<file path="src/rtl/phase_gen.sv">
`default_nettype none
// ============================================================================
// Module   : phase_gen
// Purpose  : Multi-cycle CPU phase sequencer. Walks each instruction through
//            fetch-wait, F, R, X, M and W, drives the one-hot phase bus,
//            owns the instruction/data memory handshakes and run/halt
//            control, and keeps the active-cycle and retired-instruction
//            counters.
// Ports    : clk        - clock, rising edge
//            n_rst      - asynchronous active-low reset
//            run        - 1 = execute, 0 = stop at next instruction boundary
//            halt_req   - decoder: current instruction is HALT (valid in R)
//            mem_op     - decoder: instruction accesses data memory (R..M)
//            i_ack      - instruction word ready (used only in IW)
//            d_ack      - data access complete (used only while d_req=1)
//            phase      - one-hot {w,m,x,r,f}; zero in IDLE, IW and HALT
//            i_req      - instruction fetch request
//            d_req      - data memory request
//            running    - 1 in every state except IDLE and HALT
//            retire     - 1 for the single W cycle of each instruction
//            cycle_cnt  - active-cycle counter (wraps)
//            inst_cnt   - retired-instruction counter (wraps)
// Revision : 1.0 - initial release
// ============================================================================
module phase_gen #(
  parameter int CNT_W = 32
) (
  input  logic             clk,
  input  logic             n_rst,
  input  logic             run,
  input  logic             halt_req,
  input  logic             mem_op,
  input  logic             i_ack,
  input  logic             d_ack,
  output logic [4:0]       phase,
  output logic             i_req,
  output logic             d_req,
  output logic             running,
  output logic             retire,
  output logic [CNT_W-1:0] cycle_cnt,
  output logic [CNT_W-1:0] inst_cnt
);

  typedef enum logic [2:0] {
    ST_IDLE = 3'd0,
    ST_IW   = 3'd1,
    ST_F    = 3'd2,
    ST_R    = 3'd3,
    ST_X    = 3'd4,
    ST_M    = 3'd5,
    ST_W    = 3'd6,
    ST_HALT = 3'd7
  } state_t;

  localparam logic [4:0] C_PH_NONE = 5'b00000;
  localparam logic [4:0] C_PH_F    = 5'b00001;
  localparam logic [4:0] C_PH_R    = 5'b00010;
  localparam logic [4:0] C_PH_X    = 5'b00100;
  localparam logic [4:0] C_PH_M    = 5'b01000;
  localparam logic [4:0] C_PH_W    = 5'b10000;

  state_t           r_state;
  state_t           w_next;
  logic             r_halt_flag;
  logic             r_mem_op;
  logic [CNT_W-1:0] r_cycle_cnt;
  logic [CNT_W-1:0] r_inst_cnt;

  // --------------------------------------------------------------------------
  // State register
  // --------------------------------------------------------------------------
  always_ff @(posedge clk or negedge n_rst) begin
    if (!n_rst) begin
      r_state <= ST_IDLE;
    end else begin
      r_state <= w_next;
    end
  end

  // --------------------------------------------------------------------------
  // Next-state logic
  // --------------------------------------------------------------------------
  always_comb begin
    w_next = r_state;
    case (r_state)
      ST_IDLE: if (run) w_next = ST_IW;
      // A fetch, once requested, is never withdrawn: run is not consulted.
      ST_IW:   if (i_ack) w_next = ST_F;
      ST_F:    w_next = ST_R;
      ST_R:    w_next = ST_X;
      ST_X:    w_next = ST_M;
      ST_M:    if (!r_mem_op || d_ack) w_next = ST_W;
      ST_W: begin
        if (r_halt_flag) begin
          w_next = ST_HALT;
        end else if (!run) begin
          w_next = ST_IDLE;
        end else begin
          w_next = ST_IW;
        end
      end
      ST_HALT: if (!run) w_next = ST_IDLE;
      default: w_next = ST_IDLE;
    endcase
  end

  // --------------------------------------------------------------------------
  // Decoder side-band captures. mem_op is stable from R through M, so it is
  // latched on leaving X; d_req and the M exit then depend only on registered
  // state and no input reaches an output combinationally.
  // --------------------------------------------------------------------------
  always_ff @(posedge clk or negedge n_rst) begin
    if (!n_rst) begin
      r_halt_flag <= 1'b0;
      r_mem_op    <= 1'b0;
    end else begin
      if (r_state == ST_R) begin
        r_halt_flag <= halt_req;
      end else if (w_next == ST_IDLE) begin
        r_halt_flag <= 1'b0;
      end
      if (r_state == ST_X) begin
        r_mem_op <= mem_op;
      end
    end
  end

  // --------------------------------------------------------------------------
  // Counters: free-running modulo 2^CNT_W, cleared only by reset.
  // --------------------------------------------------------------------------
  always_ff @(posedge clk or negedge n_rst) begin
    if (!n_rst) begin
      r_cycle_cnt <= '0;
      r_inst_cnt  <= '0;
    end else begin
      if (r_state != ST_IDLE && r_state != ST_HALT) begin
        r_cycle_cnt <= r_cycle_cnt + CNT_W'(1);
      end
      if (r_state == ST_W) begin
        r_inst_cnt <= r_inst_cnt + CNT_W'(1);
      end
    end
  end

  assign cycle_cnt = r_cycle_cnt;
  assign inst_cnt  = r_inst_cnt;

  // --------------------------------------------------------------------------
  // Moore output decode
  // --------------------------------------------------------------------------
  always_comb begin
    phase   = C_PH_NONE;
    i_req   = 1'b0;
    d_req   = 1'b0;
    running = 1'b1;
    retire  = 1'b0;
    case (r_state)
      ST_IDLE: running = 1'b0;
      ST_IW:   i_req   = 1'b1;
      ST_F:    phase   = C_PH_F;
      ST_R:    phase   = C_PH_R;
      ST_X:    phase   = C_PH_X;
      ST_M: begin
        phase = C_PH_M;
        d_req = r_mem_op;
      end
      ST_W: begin
        phase  = C_PH_W;
        retire = 1'b1;
      end
      ST_HALT: running = 1'b0;
      default: running = 1'b0;
    endcase
  end

endmodule
`default_nettype wire

</file>
<file path="config.mk">
export PLATFORM = sky130hd
export DESIGN_NAME = phase_gen
export DESIGN_NICKNAME = d
export VERILOG_FILES = /design/src/rtl/phase_gen.sv
export SDC_FILE = /design/constraint.sdc
export NUM_CORES = 1
export LEC_CHECK = 0
export ABC_AREA = 1
export CORE_MARGIN = 5
export CORE_UTILIZATION = 53
export CTS_CLUSTER_DIAMETER = 60
export DETAILED_ROUTE_END_ITERATION = 6
export GPL_TIMING_DRIVEN = 1
export PLACE_DENSITY = 0.81
export SLEW_MARGIN = 10
export SYNTH_ARGS = -nofsm -noshare
export SYNTH_HDL_FRONTEND = slang
export SYNTH_SLANG_ARGS = --single-unit
</file>
<file path="constraint.sdc">
create_clock -name clk -period 2.1 [get_ports clk]
set_clock_uncertainty 0.1 [all_clocks]
set_input_delay 0.42 -clock clk [delete_from_list [all_inputs] [get_ports clk]]
set_output_delay 0.42 -clock clk [all_outputs]
set_load 0.02 [all_outputs]
</file>
==> summary.md <==
| Metric | Value |
|---|---|
| Layout area overhead | 26.3% |
| Rows | 32 |
| Post-synthesis xor/xnor area fraction | 6.88% |
| Final wirelength | 10600 um |
| Startpoint Class | register |
| Initial antenna violation count | 0 |
| Yosys warnings | 0 |
| Most common cell after layout, fill and taps aside | nand2_1 |
| Fin crit period | just over 2 ns |
| Crit end category | output port |
| Avg Inst Size Synth | about 7.1 sq um |
| Max Cap Violations | 0 |
| RSZ-0062 raised after global routing | false |
| Routed vias/inst | roughly 5.1 |
| First-pass DRT Iterations | 7 |
| Setup violators final | 0 |
| Grt total ovfl | 0 |
| P_leak | approximately 2.4 nW |
| Worst R2R End | inst_cnt[28] |
| CTS Buffer Depth | 2 |
| Clk pin slew, worst setup/hold paths | about 0.070 ns |
| Final nets | 693 |
| Post-synthesis mux area share | 0% |
| Worst-Skew Late Latency | 0.35 ns |
| TritonCTS clock tree | yes |
| Die width | about 100 um |
| Synth Area in Compound Gates | 1.07% |
| Number of global-route vias before repair | ~3800 |
| WL/cell | 13.4 um |
| Arr. time, crit path | about 1.5 ns |
| H-tree depth | 3 |
| Post-CTS Setup Repair Bufs | 0 |
| Clock sinks | between 60 and 70 |
| Drt drc | 0 |
| Ant diodes | 0 |
| Power per Cell Area | between 700 and 800 mW/mm^2 |
| Peak supply drop | 723 uV |
| Final worst slack | between 0.08 and 0.09 ns |
| Top Metal Used | met4 |
| Worst r2r src | r_state[2] |
| Max Slew Vio Count | 0 |
| Commonest cells after routing, fill and taps aside | nand2_1, nor2_1, dfrtp_1, clkdlybuf4s50_1, inv_1 |
| Reg2reg setup slack | 0.19 ns |
| First-pass GRT wire length | around 18000 um |
| Largest family of logic cells by synthesized area | simple AND/OR/NAND/NOR gates |
| Metal3 WL | between 600 and 700 um |
| Syn Inst Count | between 500 and 600 |
| Gr usage total | 22.7% |
| Layout cells sized above 1 | around 8.1% |
| Chip height | between 90 and 100 um |
| Final Hold Viols | 0 |
| Setup CP Type | reg2out |
| Root buf cell | clkbuf_8 |
| Crit. Startpoint | r_state[0] |
| Least-Margin Pin Slew | roughly 0.44 ns |
| Max Fclk | just under 500 MHz |
| Slew margin rel. | 70.7% |
| FF+latch count, synth | 69 |
| Post-Syn Nets | approximately 600 |
| Total vias in the final route | approximately 4100 |
| Pre-CTS setup slack | around 0.10 ns |
| M1 WL | roughly 4700 um |
| CP Capture Point | phase[2] |
| Initial drt markers | 273 |
| # IOs | 80 |
| Setup TNS | 0 ns |
| Hold WS | between 0.4 and 0.5 ns |
| CP max FO | 7 |
| Area share of and/or/nand/nor cells after synthesis | between 40 and 50% |
| Final ANT Viol Nets | 0 |
| Core area | a little under 0.008 sq mm |
| DPL Wire Length | 8120 um |
| Largest net degree at the start of global routing | 54 |
| IO Port Bufs | slightly below 80 |
| Register area share after synthesis | 41.1% |
| Initial core utilization | 54.3% |
| Die ar. | just under 0.01 sq mm |
| Reg2Reg Depth | 11 |
| Outcome | finished clean |
| Wire length on met2 | 5090 um |
| Yosys cell types | 24 |
| Top-area cell type share of the netlist area | between 40% and 50% |
| RD Place Congestion | just over 0.9 |
| Yosys top cell by area | dfrtp_1 |
| Fill cells | roughly 670 |
| Synth Area in Adders | less than 1% |
| Crit path required time | 1.58 ns |
| Synth area leaders | dfrtp_1, nand2_1, nor2_1, inv_1, xor2_1 |
| Post-Syn Area | ~0.0042 sq mm |
| Total CTS buffers | 9 |
| Period utilization | between 90% and 100% |
| Worst min path class | reg2reg |
[area by class of cell]
type / count / area (sq um) / share of cell area [%]
Timing Repair Buffer: 87 / 840 / 15.8
Inverter: 47 / 176 / 3.33
Clock inverter: 5 / 58.8 / 1.11
Multi-Input combinational cell: 470 / 2230 / 42.1
Tap cell: 102 / 128 / 2.41
Clock buffer: 11 / 141 / 2.67
Sequential cell: 69 / 1730 / 32.5
[registers in the layout, indices dropped and copies added (netlist names)]
signal       flops
r_mem_op         1
inst_cnt        32
cycle_cnt       32
r_halt_flag      1
r_state          3
[cells in the mapped netlist, drive strengths merged]
cell type and count:
o21ai 6, nor2 111, nand4 5, nand3b 19
nand3 25, nor3 7, a21oi 3, nand2 259
xor2 18, inv 47, dfrtp 69, buf 8
ha 2, xnor2 15
[worst max-delay path, stage by stage, from the launching register on]
cell	delay (ns)
dfrtp_1	0.46
nor3_1	0.34
clkdlybuf4s15_1	0.36
[report_power, final]
group | switching, W | total, W | internal [W] | leakage [nW]
clock network | 0.000533 | 0.00112 | 0.000584 | 0.0959
logic | 0.000841 | 0.00134 | 0.000498 | 1.38
registers | 0.000196 | 0.00167 | 0.00147 | 0.941
total | 0.00157 | 0.00412 | 0.00255 | 2.42
[cell families after synthesis]
family                     count (synthesis)
DFF                                       69
and+or+nand+nor                          426
buffers and inverters                     55
adders and majority gates                  2
xor gates and xnor gates                  33
AOI/OAI and AO/OA                          9
[how the worst min path moves through the flow]
| stage | from | end | slack, ns | cells past startpoint |
|---|---|---|---|---|
| CTS | r_halt_flag | r_halt_flag | 0.41 | 2 |
| floorplan | n_rst | cycle_cnt[0] | 0.02 | 0 |
| finish | r_halt_flag | r_halt_flag | 0.41 | 2 |
| global route | r_halt_flag | r_halt_flag | 0.43 | 2 |
| global placement | n_rst | inst_cnt[31] | 0.28 | 1 |
| detailed placement | n_rst | inst_cnt[31] | 0.29 | 1 |
[routing by layer]
metal	global-route usage, %	up-vias
li1	-	2008
met1	30.2	1889
met2	37.0	138
met3	5.02	15
met4	6.93	0
met5	0	-
[repair_timing]
item                       in CTS  in global routing
hold buffers                    1                  0
setup endpoints to repair       9                  4
gates resized for setup         9                  7
hold endpoints to repair       16                  0
[stage by stage]
step           util, %  instances  area [sq um]  power, W
6_report          68.7        791          5310   0.00412
5_1_grt           68.7        791          5310   0.00436
4_1_cts           68.8        791          5320   0.00415
3_5_place_dp      66.2        774          5120   0.00307
3_3_place_gp      66.2        774          5120   0.00304
2_1_floorplan        -        594          4200   0.00256
No activity file was read; power rests on OpenSTA's default activity.
